**config.mk**
```make
export PLATFORM = sky130hd
export DESIGN_NAME = interrupt_sequencer
export DESIGN_NICKNAME = d
export VERILOG_FILES = /design/src/rtl/cpu_pkg.sv /design/src/rtl/sync_edge_detect.sv /design/src/rtl/interrupt_sequencer.sv
export SDC_FILE = /design/constraint.sdc
export NUM_CORES = 1
export LEC_CHECK = 0
export BUFFER_PORTS_ARGS = -buffer_cell sky130_fd_sc_hd__buf_2
export CAP_MARGIN = 10
export CORE_MARGIN = 10
export CORE_UTILIZATION = 45
export DETAILED_ROUTE_END_ITERATION = 6
export GPL_ROUTABILITY_DRIVEN = 0
export PLACE_DENSITY = 0.77
export SKIP_CTS_REPAIR_TIMING = 1
export SYNTH_ARGS = -nofsm -noshare
export SYNTH_HDL_FRONTEND = slang
export SYNTH_SLANG_ARGS = --single-unit
```
**constraint.sdc**
```tcl
create_clock -name i_clk -period 3.3 [get_ports i_clk]
set_input_delay 0.33 -clock i_clk [delete_from_list [all_inputs] [get_ports i_clk]]
set_output_delay 0.33 -clock i_clk [all_outputs]
set_load 0.1 [all_outputs]
```
**src/rtl/cpu_pkg.sv**
```systemverilog
// rtl/cpu_pkg.sv - shared types and constants for the interrupt sequencer
// Contents:
//   state_t             interrupt sequencer FSM states
//   DEFAULT_VECTOR_ADDR memory word that holds the ISR address
//   UOP_PUSH_PC         micro-op code decode injects for the PC push
//   UOP_PUSH_FLAGS      micro-op code decode injects for the flags push
package cpu_pkg;

  typedef enum logic [2:0] {
    IDLE       = 3'd0,
    DRAIN      = 3'd1,
    PUSH_PC    = 3'd2,
    PUSH_FLAGS = 3'd3,
    LOAD_VEC   = 3'd4
  } state_t;

  localparam logic [15:0] DEFAULT_VECTOR_ADDR = 16'h0000;

  localparam logic [7:0] UOP_PUSH_PC    = 8'hF1;
  localparam logic [7:0] UOP_PUSH_FLAGS = 8'hF2;

endpackage

```
**src/rtl/sync_edge_detect.sv**
```systemverilog
// rtl/sync_edge_detect.sv - multi-flop synchronizer followed by a rising-edge detector
// Ports:
//   i_clk    clock
//   i_reset  asynchronous active-low reset
//   i_async  asynchronous level input
//   o_rise   one-cycle pulse when the synchronized level goes 0 -> 1
module sync_edge_detect #(
  parameter int SYNC_STAGES = 2
) (
  input  logic i_clk,
  input  logic i_reset,
  input  logic i_async,
  output logic o_rise
);

  logic [SYNC_STAGES-1:0] r_sync;
  logic                   r_prev;

  always_ff @(posedge i_clk or negedge i_reset) begin
    if (!i_reset) begin
      r_sync <= '0;
      r_prev <= 1'b0;
    end else begin
      r_sync <= {r_sync[SYNC_STAGES-2:0], i_async};
      r_prev <= r_sync[SYNC_STAGES-1];
    end
  end

  assign o_rise = r_sync[SYNC_STAGES-1] & ~r_prev;

endmodule

```
**src/rtl/interrupt_sequencer.sv**
```systemverilog
// rtl/interrupt_sequencer.sv - sequences interrupt entry: drain, push PC, push flags, load vector
// Ports:
//   i_clk, i_reset      clock, asynchronous active-low reset
//   i_interrupt         asynchronous level request, rising edge = one request
//   i_imm_pending       decode is between the two words of an immediate instruction
//   i_branch_taken      EXM redirects the PC this cycle
//   i_rti               RTI retiring in EXM
//   o_stall_fetch       hold PC and fetch_decode_buffer
//   o_flush_decode      fetch_decode_buffer outputs a NOP
//   o_push_pc           inject push-PC micro-op
//   o_push_flags        inject push-flags micro-op
//   o_load_vector       fetch loads PC from mem[o_vector_addr]
//   o_vector_addr       constant VECTOR_ADDR
//   o_in_isr            an ISR is active
//   o_busy              sequence in progress
module interrupt_sequencer
  import cpu_pkg::*;
#(
  parameter int          SYNC_STAGES  = 2,
  parameter int          DRAIN_CYCLES = 2,
  parameter logic [15:0] VECTOR_ADDR  = DEFAULT_VECTOR_ADDR
) (
  input  logic        i_clk,
  input  logic        i_reset,
  input  logic        i_interrupt,
  input  logic        i_imm_pending,
  input  logic        i_branch_taken,
  input  logic        i_rti,
  output logic        o_stall_fetch,
  output logic        o_flush_decode,
  output logic        o_push_pc,
  output logic        o_push_flags,
  output logic        o_load_vector,
  output logic [15:0] o_vector_addr,
  output logic        o_in_isr,
  output logic        o_busy
);

  localparam int CNT_W = 8;

  state_t           r_state;
  state_t           w_next;
  logic [CNT_W-1:0] r_count;
  logic             r_pending;
  logic             r_in_isr;
  logic             w_rise;
  logic             w_start;

  sync_edge_detect #(
    .SYNC_STAGES(SYNC_STAGES)
  ) u_sync_edge (
    .i_clk   (i_clk),
    .i_reset (i_reset),
    .i_async (i_interrupt),
    .o_rise  (w_rise)
  );

  // A fresh edge can start the sequence in the same cycle it is detected,
  // so the first stall appears one cycle after the synchronized edge.
  assign w_start = (r_state == IDLE) && (r_pending || w_rise) && !r_in_isr &&
                   !i_imm_pending && !i_branch_taken;

  always_ff @(posedge i_clk or negedge i_reset) begin
    if (!i_reset) begin
      r_state <= IDLE;
    end else begin
      r_state <= w_next;
    end
  end

  always_ff @(posedge i_clk or negedge i_reset) begin
    if (!i_reset) begin
      r_pending <= 1'b0;
      r_count   <= '0;
      r_in_isr  <= 1'b0;
    end else begin
      // On the start cycle the request being served is consumed; an edge
      // arriving while an older request was already pending survives.
      if (w_start) begin
        r_pending <= r_pending & w_rise;
      end else if (w_rise) begin
        r_pending <= 1'b1;
      end

      if (w_start) begin
        r_count <= CNT_W'(DRAIN_CYCLES - 1);
      end else if (r_state == DRAIN && r_count != '0) begin
        r_count <= r_count - {{(CNT_W-1){1'b0}}, 1'b1};
      end

      if (r_state == LOAD_VEC) begin
        r_in_isr <= 1'b1;
      end else if (i_rti && r_in_isr) begin
        r_in_isr <= 1'b0;
      end
    end
  end

  always_comb begin
    w_next         = r_state;
    o_stall_fetch  = 1'b0;
    o_flush_decode = 1'b0;
    o_push_pc      = 1'b0;
    o_push_flags   = 1'b0;
    o_load_vector  = 1'b0;
    o_busy         = 1'b1;
    case (r_state)
      IDLE: begin
        o_busy = 1'b0;
        if (w_start) w_next = DRAIN;
      end
      DRAIN: begin
        o_stall_fetch  = 1'b1;
        o_flush_decode = 1'b1;
        if (r_count == '0) w_next = PUSH_PC;
      end
      PUSH_PC: begin
        o_stall_fetch = 1'b1;
        o_push_pc     = 1'b1;
        w_next        = PUSH_FLAGS;
      end
      PUSH_FLAGS: begin
        o_stall_fetch = 1'b1;
        o_push_flags  = 1'b1;
        w_next        = LOAD_VEC;
      end
      LOAD_VEC: begin
        o_load_vector  = 1'b1;
        o_flush_decode = 1'b1;
        w_next         = IDLE;
      end
      default: begin
        o_busy = 1'b0;
        w_next = IDLE;
      end
    endcase
  end

  assign o_vector_addr = VECTOR_ADDR;
  assign o_in_isr      = r_in_isr;

endmodule
```
After elaboration in Yosys (flattened, before gate mapping)
Index checks and enable logic that the tools add are counted.

cells by class
  reduce and logical (&&, ||, !) cells = 20
  equality and inequality tests = 6
  bitwise gates (word level) = 3
  muxes and demuxes = 15
  add/sub/neg operators = 1

operators by type and width
  cell                                                                     number
  8-bit 2-to-1 mux                                                         2
  3-bit case mux with 4 select lines                                       1
  1-bit 2-to-1 mux                                                         10
  8-bit zero test                                                          1
  8-bit nonzero test                                                       1
  8-bit by 1-bit subtractor with 8-bit output, second input constant       1
  3-bit by 2-bit == test with 1-bit output, second input constant          2
  1-bit logical AND                                                        6
  3-bit 2-to-1 mux                                                         2
  2-bit nonzero test                                                       3
  4-bit OR reduction                                                       1
  3-bit by 1-bit == test with 1-bit output, second input constant          1
  3-bit == test, second input constant                                     1
  1-bit zero test                                                          3
  3-bit zero test                                                          1
  3-bit OR reduction                                                       1
  1-bit bitwise AND                                                        2
  2-bit by 1-bit inequality test with 1-bit output, second input constant  1
  2-bit inequality test, second input constant                             1
  2-bit AND reduction                                                      1
  2-bit OR reduction                                                       1
  1-bit logical OR                                                         1
  1-bit inverter                                                           1

word-level totals
  register bits after elaboration = 16
  output and inout port bits = 23
  input port bits = 6
  word-level logic and storage cells = 51

Longest topological paths before layout
Gate-level depths: netlist (run 1).

  depth in word-level cells = 9
  mapped depth = 6
  mapped depth without buffers = 6

By module
Synthesis (run 1) repeated with hierarchy kept, for this count alone.

unflattened totals
  cells, all modules = 102
  area total of the unflattened synthesis = 1001.0 µm²

by module, submodules not included
  module               times used  area an instance (µm²)  seq. area each (µm²)  cells an instance
  interrupt_sequencer  1           912.1                   325.3                 98
  sync_edge_detect     1           88.8                    75.1                  4

Least setup slack after synthesis (run 1)
No wires, ideal clock.

  kind = register -> output
  start = register r_state[2]
  end = output o_push_pc
  setup slack = 264 ps
  cell stages (with the launch flop) = 3
  arrival time = 2706 ps
  path buffers = 1
  data required time = 2970 ps
  cells stage by stage = dfrtp_1 > buf_4 > nor3b_1

on the way
  word-level cells in the longest chain between the ends = 2

RTL lines
  what                                      RTL line                    source
  start, declared                           interrupt_sequencer.sv:41   state_t r_state;
  start signal, assigned                    interrupt_sequencer.sv:67   r_state <= w_next;
  3-bit by 2-bit == test with 1-bit output  interrupt_sequencer.sv:107  case (r_state)
  1-bit 2-to-1 mux                          interrupt_sequencer.sv:107
  end, declared                             interrupt_sequencer.sv:31   output logic o_push_pc,

No other way between the ends.

Worst setup path in the final report (run 1)
  start = register r_state[1]
  end = output o_flush_decode

on the way
  word-level cells in the longest chain between the ends = 3
  elaborated cells on any way between the ends = 4
  classes of those cells = 2 x eq/ne; 1 x mux; 1 x reduce/logical

RTL lines
  what                                                                              RTL line                    source
  3-bit by 1-bit == test with 1-bit output / 3-bit == test (equally long branches)  interrupt_sequencer.sv:107
  2-bit OR reduction (no line) *                                                    -
  1-bit 2-to-1 mux *                                                                interrupt_sequencer.sv:107
  end, declared                                                                     interrupt_sequencer.sv:30   output logic o_flush_decode,

Mark *: on every way between the ends. The rest lies on a longest branch, timed or not.

==> flow_metrics.tcl, run 1 <==
set metrics [dict create \
    status "finished, final reports clean" \
    grt_usage_pct 8.73 \
    yosysUniqueCellTypes 32 \
    die_h_um 65.8 \
    vias 648 \
    numPortBuffers 12 \
    ys_seq_area_share_pct 42.5 \
    synth_top_cell_area_share_pct 42.5 \
    grt_max_degree 17 \
    cts_buffer_depth 2 \
    drive_gt1_share_pct 20.7 \
    critPathRequiredTime_ps 2970 \
    insertion_delay_ps 300 \
    start_util_pct 47.5 \
    multi_input_area_um2 455 \
    dpl.hpwl_um 1380 \
    drcViolationCount 0 \
    htree_levels 1 \
    period_needed_ps 2060 \
    worstSetupStartpointType "flip-flop" \
    syn_to_final_growth_pct 7.30 \
    num_rows 16 \
    hold_path.class "in2reg" \
    yosysWarnings 0 \
    drt_wl_total_um 1710 \
    cts-root-buf "clkbuf_4" \
    max_freq_mhz 485 \
    grt_pass1_vias 673 \
    syn_area_um2 942 \
    cts.sink_count 16 \
    path_clk_slew_ps 90 \
    worstMarginPinSlew_ps 580 \
    die_x_um 65.8 \
    core_area_um2 1980 \
    grt-ovfl-total 0 \
    cap_violations 0 \
    period_share_pct 62.5 \
    rsz0062_at_grt "no" \
    yosys.area.top_type "dfrtp_1" \
    endpoint_kind "output port" \
    register_area_um2 400 \
    nNetsFinal 120 \
    firstDrtPassIters 3 \
    vias_per_cell 4.70 \
    hold_viol 0 \
    synthMuxAreaShare_pct 2.12 \
    synth_compound_area_share_pct 8.50 \
    finClkSkew_ps 7.29 \
    post_synth_and_or_nand_nor_area_fraction_pct 22.0 \
    synth_fa_ha_area_share_pct 3.72 \
    critical_path_class "reg2out" \
    synth_xor_area_share_pct 5.58 \
    slew_headroom_pct 61.0 \
    fin_setup_tns_ps 0 \
    ios 29 \
    fillers 186 \
    synth.area.top_cells "dfrtp_1 (42%), buf_4 (14%), nor2_1 (5.6%), xnor2_1 (2.8%), xor2_1 (2.8%)" \
    syn_avg_cell_area_um2 9.81 \
    syn_inst 96 \
    antenna_found_initial 0 \
    ant_nets 0 \
    cts_buffers 3 \
    drt_iter0_drc 11 \
    grt_pass1_wl_um 2970 \
    synth_top_family_by_area "simple AND/OR/NAND/NOR gates" \
    dieArea_um2 4320 \
    drv_slew 0 \
    ys_ff_latch 16 \
    post-route-util_pct 51.0 \
    setup_viol 0 \
    cp_max_fo 7 \
    antenna_cells 0 \
    wl_per_cell_um 12.4 \
    crit_arrival_ps 1730 \
    cts_tree "done" \
]
## cell type report
| type | instances | share of cell area, % |
|---|---|---|
| repair buffers | 13 | 6.93 |
| multi-input cells | 74 | 45.0 |
| flip-flops and latches | 16 | 39.6 |
| well taps | 27 | 3.34 |
| inverters | 4 | 1.49 |
| clock buffers | 4 | 3.59 |
## cells in the mapped netlist
master,number
inv_1,4
nand4_1,2
ha_1,2
conb_1,1
a21oi_1,1
nand3_1,1
nand2b_1,1
and3b_2,2
o21a_1,1
o21ai_1,1
nor3b_1,2
dfrtp_1,16
a21boi_4,1
or2_2,1
mux2i_1,2
nor3b_4,1
o21ai_0,3
o211ai_1,1
a211oi_2,1
buf_4,17
nor2_1,14
o2111ai_1,1
xor2_1,3
maj3_1,1
nor4_1,2
or3b_2,1
nand2_1,4
nor3_1,3
or3_1,1
or4_1,1
nor2b_1,1
xnor2_1,3
## cells by family after synthesis
kind of cell / after synthesis
AOI/OAI and AO/OA: 10
xor gates and xnor gates: 6
adders and majority gates: 3
buffers and inverters: 21
DFF: 16
muxes: 2
other: 1
and+or+nand+nor: 37
## registers in the layout, indices dropped and copies added (netlist names)
| signal | flops |
|---|---|
| o_in_isr | 1 |
| r_count | 8 |
| r_pending | 1 |
| r_state | 3 |
| u_sync_edge.r_prev | 1 |
| u_sync_edge.r_sync | 2 |
## stage by stage
stage,setup slack [ps],cells,area [um^2],hold slack (ps)
2_1_floorplan,264,111,998,34.4
3_5_place_dp,1530,133,965,260
3_3_place_gp,1560,133,965,262
4_1_cts,1210,137,1000,-70.5
5_1_grt,1070,138,1010,127
6_report,1240,138,1010,136
## worst max-delay path: stages, from the launching register on
cell,delay [ps]
dfrtp_1,480
nor2_1,280
nand2_1,100
inv_1,70
or2_2,90
buf_2,410
## per-layer routing
metal  vias up  routed length (um)  share of wire (%)  GRT usage [%]
li1        320                   -                  -              -
met1       308                 690                 40           9.17
met2        15                 848                 49           14.4
met3         5                 131                7.6           3.22
met4         0                  44                2.6           5.61
met5         -                   0                  0              0
## cells in the final DEF (no fill, tap or decap)
master         instances
nor3_1                 3
or3_1                  1
o21ai_0                3
nor3b_1                2
xnor2_1                3
o211ai_1               1
o21a_1                 1
clkbuf_8               1
dfrtp_1               16
nand3_1                1
dlygate4sd3_1          1
clkbuf_4               3
nand4_1                2
a211oi_2               1
o2111ai_1              1
nand2b_1               1
conb_1                16
o21ai_1                1
inv_1                  4
nor4_1                 2
maj3_1                 1
nand2_1                4
a21boi_4               1
nor2b_1                1
or3b_2                 1
and3b_2                2
nor3b_4                1
buf_2                 12
ha_1                   2
xor2_1                 3
nor2_1                14
or4_1                  1
or2_2                  1
a21oi_1                1
mux2i_1                2
## worst paths after layout
| check | start | to | slack, ps | cells past startpoint |
|---|---|---|---|---|
| max in group asynchronous | i_reset | o_in_isr$_DFFE_PN0P_ | 2580 | 2 |
| hold reg to reg | u_sync_edge.r_sync[0]$_DFF_PN0_ | u_sync_edge.r_sync[1]$_DFF_PN0_ | 370 | 0 |
| setup reg to reg | r_count[0]$_DFFE_PN0P_ | r_count[4]$_DFFE_PN0P_ | 1530 | 6 |
| hold / removal | i_interrupt | u_sync_edge.r_sync[0]$_DFF_PN0_ | 140 | 1 |
| min in group asynchronous | i_reset | r_count[4]$_DFFE_PN0P_ | 460 | 2 |
| setup / recovery | r_state[1]$_DFFE_PN0P_ | o_flush_decode | 1240 | 5 |
Power of run 1 is left out: the tool's default activity adds up to more than one toggle a clock period on the data nets, which glitch-free logic cannot reach.
==> inputs of run 2 (changes only) <==
--- a/config.mk
+++ b/config.mk
@@ -11,7 +11,7 @@
 export CORE_UTILIZATION = 45
 export DETAILED_ROUTE_END_ITERATION = 6
 export GPL_ROUTABILITY_DRIVEN = 0
-export PLACE_DENSITY = 0.77
+export PLACE_DENSITY = 0.79
 export SKIP_CTS_REPAIR_TIMING = 1
 export SYNTH_ARGS = -nofsm -noshare
 export SYNTH_HDL_FRONTEND = slang
==> constraint.sdc (replaced) <==
create_clock -name i_clk -period 1.7 [get_ports i_clk]
set_input_delay 0.17 -clock i_clk [delete_from_list [all_inputs] [get_ports i_clk]]
set_output_delay 0.17 -clock i_clk [all_outputs]
set_load 0.1 [all_outputs]
==> run 2 against run 1 <==
Effect of this change:
- hold slack worse by 78 ps
- setup slack worse by 1200 ps
- routed wire length is 7.9% higher
- first-iteration DRC count is 9.1% higher
- core utilization is 8.6 points higher
- global-route usage stayed put
- sequential share of layout area is 5.3 points lower
- cell count is 5.8% higher
- clock skew is 1.7 ps higher
- register-to-register slack worse by 1400 ps
- via count is 6.2% higher
- die area stayed put
==> flow_metrics.tcl, run 2 (same netlist as run 1, synthesis figures left out) <==
set metrics [dict create \
    die_x_um 65.8 \
    dieArea_um2 4320 \
    reg_top3 "r_count: 8 flops, r_state: 3 flops, u_sync_edge.r_sync: 2 flops" \
    drt_iter0_drc 12 \
    regMostFlops "r_count" \
    cts-root-buf "clkbuf_4" \
    vias_per_cell 4.71 \
    finalWorstSetupSlack_ps 49.7 \
    cts_tree "done" \
    status "finished, final reports clean" \
    ant_nets 0 \
    whs_path_depth 2 \
    finClkSkew_ps 8.96 \
    antenna_found_initial 0 \
    core_area_um2 1980 \
    period_share_pct 97.1 \
    num_rows 16 \
    max_freq_mhz 606 \
    cts_buffers 3 \
    crit_arrival_ps 1480 \
    setup_viol 0 \
    grt_pass1_vias 672 \
    hold_path.class "in2reg" \
    rsz0062_at_grt "yes" \
    die_h_um 65.8 \
    cts.sink_count 16 \
    grt-ovfl-total 0 \
    post-place-ws_ps 51.3 \
    cap_violations 0 \
    cts_buffer_depth 2 \
    grt_usage_pct 8.73 \
    hold_viol 0 \
    period_needed_ps 1650 \
    drv_slew 0 \
    grt_max_degree 17 \
    drcViolationCount 0 \
    numPortBuffers 12 \
    r2r_cells 6 \
    drive_gt1_share_pct 33.6 \
    largest_reg_flops 8 \
    path_clk_slew_ps 90 \
    critPathRequiredTime_ps 1530 \
    layout_common_cells "conb_1 (16), nor2_1 (12), dfrtp_1 (12)" \
    worstSetupStartpointType "flip-flop" \
    ios 29 \
    vias 688 \
    start_util_pct 47.5 \
    nNetsFinal 128 \
    final_common_cell "conb_1" \
    post-route-util_pct 59.6 \
    dpl.hpwl_um 1430 \
    firstDrtPassIters 4 \
    syn_to_final_growth_pct 25.4 \
    grt_pass1_wl_um 2940 \
    htree_levels 1 \
    wl_per_cell_um 12.7 \
    critical_path_class "reg2out" \
    antenna_cells 0 \
    insertion_delay_ps 300 \
    endpoint_kind "output port" \
    cp_max_fo 6 \
    drt_wl_total_um 1850 \
]
-- run 2: cell type report --
cell class | instances | area, um^2
clock buffers | 4 | 36.3
fillers | 164 | 801
inverters | 4 | 18.8
multi-input cells | 74 | 490
flip-flops and latches | 16 | 405
well taps | 27 | 33.8
repair buffers | 21 | 196
-- run 2: routing by layer --
layer	GRT usage [%]	up-vias	wire [um]
met5	0	-	0
met4	6.42	0	48
met3	1.69	5	91
met2	15.2	16	944
met1	9.07	323	766
li1	-	344	-
-- run 2: stage by stage --
step,cell area [um^2],setup TNS [ps],hold WS (ps),cells
CTS,1140,-42.2,-227,143
floorplan,1040,-175,-126,111
detailed placement,1100,0,99.9,139
global route,1180,-46.0,44.9,146
global placement,1100,0,93.8,139
finish,1180,0,58.7,146
-- run 2: path summary, 6_finish.rpt --
kind	start	end	slack, ps
setup / recovery	r_state[2]$_DFFE_PN0P_	o_flush_decode	50
hold / removal	i_rti	o_in_isr$_DFFE_PN0P_	60
setup reg to reg	r_count[0]$_DFFE_PN0P_	r_count[4]$_DFFE_PN0P_	120
hold reg to reg	u_sync_edge.r_sync[0]$_DFF_PN0_	u_sync_edge.r_sync[1]$_DFF_PN0_	360
max in group asynchronous	i_reset	r_state[2]$_DFFE_PN0P_	1110
min in group asynchronous	i_reset	r_count[5]$_DFFE_PN0P_	300
-- run 2: worst max-delay path: stages (launching register included) --
cell and delay [ps]:
dfrtp_2 460, buf_6 160, nand2_4 60, clkinvlp_4 100, or2_4 240, buf_12 160
Power of run 2 is left out for the same reason.
==> inputs of run 3 (changes only) <==
--- a/config.mk
+++ b/config.mk
@@ -7,10 +7,12 @@
 export LEC_CHECK = 0
 export BUFFER_PORTS_ARGS = -buffer_cell sky130_fd_sc_hd__buf_2
 export CAP_MARGIN = 10
+export CORE_ASPECT_RATIO = 1.4
 export CORE_MARGIN = 10
 export CORE_UTILIZATION = 45
 export DETAILED_ROUTE_END_ITERATION = 6
 export GPL_ROUTABILITY_DRIVEN = 0
+export GPL_TIMING_DRIVEN = 1
 export PLACE_DENSITY = 0.79
 export SKIP_CTS_REPAIR_TIMING = 1
 export SYNTH_ARGS = -nofsm -noshare
==> run 3 against run 2 <==
Effect of this change:
- via count up 2.3%
- non-clock buffer count up 6
- global-route usage up 1.2 points
- critical endpoint is now o_push_pc
- core utilization up 2.2 points
- fmax up 1.5%
- cell count unchanged
- sequential share of layout area down 1.1 points
- sequential cell count unchanged
- first-iteration DRC count down 17%
- critical path depth down 2
- hold slack worse by 7.7 ps
==> flow_metrics.tcl, run 3 (same netlist as run 1, synthesis figures left out) <==
set metrics [dict create \
    status "finished, final reports clean" \
    antenna_cells 0 \
    drive_gt1_share_pct 39.2 \
    wl_per_cell_um 13.9 \
    cts-root-buf "clkbuf_4" \
    crit_arrival_ps 1460 \
    cap_violations 0 \
    period_needed_ps 1630 \
    cts.sink_count 16 \
    max_freq_mhz 615 \
    vias_per_cell 4.82 \
    hold_viol 0 \
    reg_top3 "r_count: 8 flops, r_state: 3 flops, u_sync_edge.r_sync: 2 flops" \
    drt_iter0_drc 10 \
    worstSetupStartpointType "flip-flop" \
    cts_tree "done" \
    die_x_um 58.7 \
    insertion_delay_ps 290 \
    core_area_um2 1970 \
    post-route-util_pct 61.8 \
    ant_nets 0 \
    ios 29 \
    nNetsFinal 134 \
    hold_path.class "in2reg" \
    antenna_found_initial 0 \
    grt_max_degree 17 \
    start_util_pct 47.7 \
    htree_levels 1 \
    critPathRequiredTime_ps 1530 \
    drt_wl_total_um 2030 \
    cts_buffers 3 \
    setup_viol 0 \
    firstDrtPassIters 3 \
    min_from "i_rti" \
    largest_reg_flops 8 \
    crit_start "r_state[2]$_DFFE_PN0P_" \
    syn_to_final_growth_pct 29.3 \
    period_share_pct 95.7 \
    critical_path_class "reg2out" \
    drcViolationCount 0 \
    numPortBuffers 12 \
    grt_pass1_vias 763 \
    endpoint_kind "output port" \
    cts_buffer_depth 2 \
    grt_usage_pct 9.91 \
    vias 704 \
    r2r-start "r_state[1]$_DFFE_PN0P_" \
    regMostFlops "r_count" \
    dpl.hpwl_um 1530 \
    drv_slew 0 \
    cp_max_fo 5 \
    die_h_um 74.1 \
    grt_pass1_wl_um 3420 \
    num_rows 19 \
    dieArea_um2 4350 \
    final_common_cell "conb_1" \
    path_clk_slew_ps 100 \
    finClkSkew_ps 5.44 \
    layout_common_cells "conb_1 (16), buf_4 (13), nor2_1 (12), dfrtp_1 (12), buf_2 (8)" \
    grt-ovfl-total 0 \
]
run 3: cell types whose count changed in the layout (fill, tap and decap cells not counted):
cell / previous run / this run
buf_4: 6 / 13
buf_6: 1 / 0
ha_1: 2 / 1
ha_2: 0 / 1
inv_1: 3 / 2
inv_2: 0 / 1
nand2_2: 0 / 1
nand2_4: 1 / 0
o2111ai_1: 1 / 0
o2111ai_2: 0 / 1
run 3: critical path: stages, from the launching register on:
cell	delay (ps)
dfrtp_2	430
buf_4	150
nor3b_2	140
buf_2	440
run 3: final timing paths:
check                                                   to  slack (ps)  depth (start not counted)
max in group asynchronous           r_state[0]$_DFFE_PN0P_        1110                          2
hold / removal                        o_in_isr$_DFFE_PN0P_          50                          2
min in group asynchronous           r_count[3]$_DFFE_PN0P_         310                          2
setup reg to reg                    r_count[0]$_DFFE_PN0P_         120                          6
setup / recovery                                 o_push_pc          70                          3
hold reg to reg            u_sync_edge.r_sync[1]$_DFF_PN0_         360                          0
run 3: stage by stage:
step	hold slack (ps)	setup TNS, ps	worst slack, ps	std cells	cell area [um^2]
4_1_cts	-220	-13.0	-13.0	138	1140
3_3_place_gp	99.6	0	99.4	134	1100
2_1_floorplan	-126	-175	-175	111	1040
6_report	51.0	0	73.9	146	1220
3_5_place_dp	106	0	16.3	134	1100
5_1_grt	50.2	-17.8	-7.78	146	1220
run 3: routing by layer:
metal	GRT usage, %	up-vias	part of all wire, %
met5	0	-	0
met3	2.39	4	3.6
li1	-	350	-
met1	9.52	340	34
met4	5.37	0	1.3
met2	18.7	10	61
run 3: final cells by class:
| class | count | area, um^2 |
|---|---|---|
| clock buffers | 4 | 36.3 |
| flip-flops and latches | 16 | 405 |
| well taps | 21 | 26.3 |
| fillers | 155 | 754 |
| multi-input cells | 74 | 494 |
| inverters | 4 | 18.8 |
| repair buffers | 27 | 238 |
Power of run 3 is left out for the same reason.
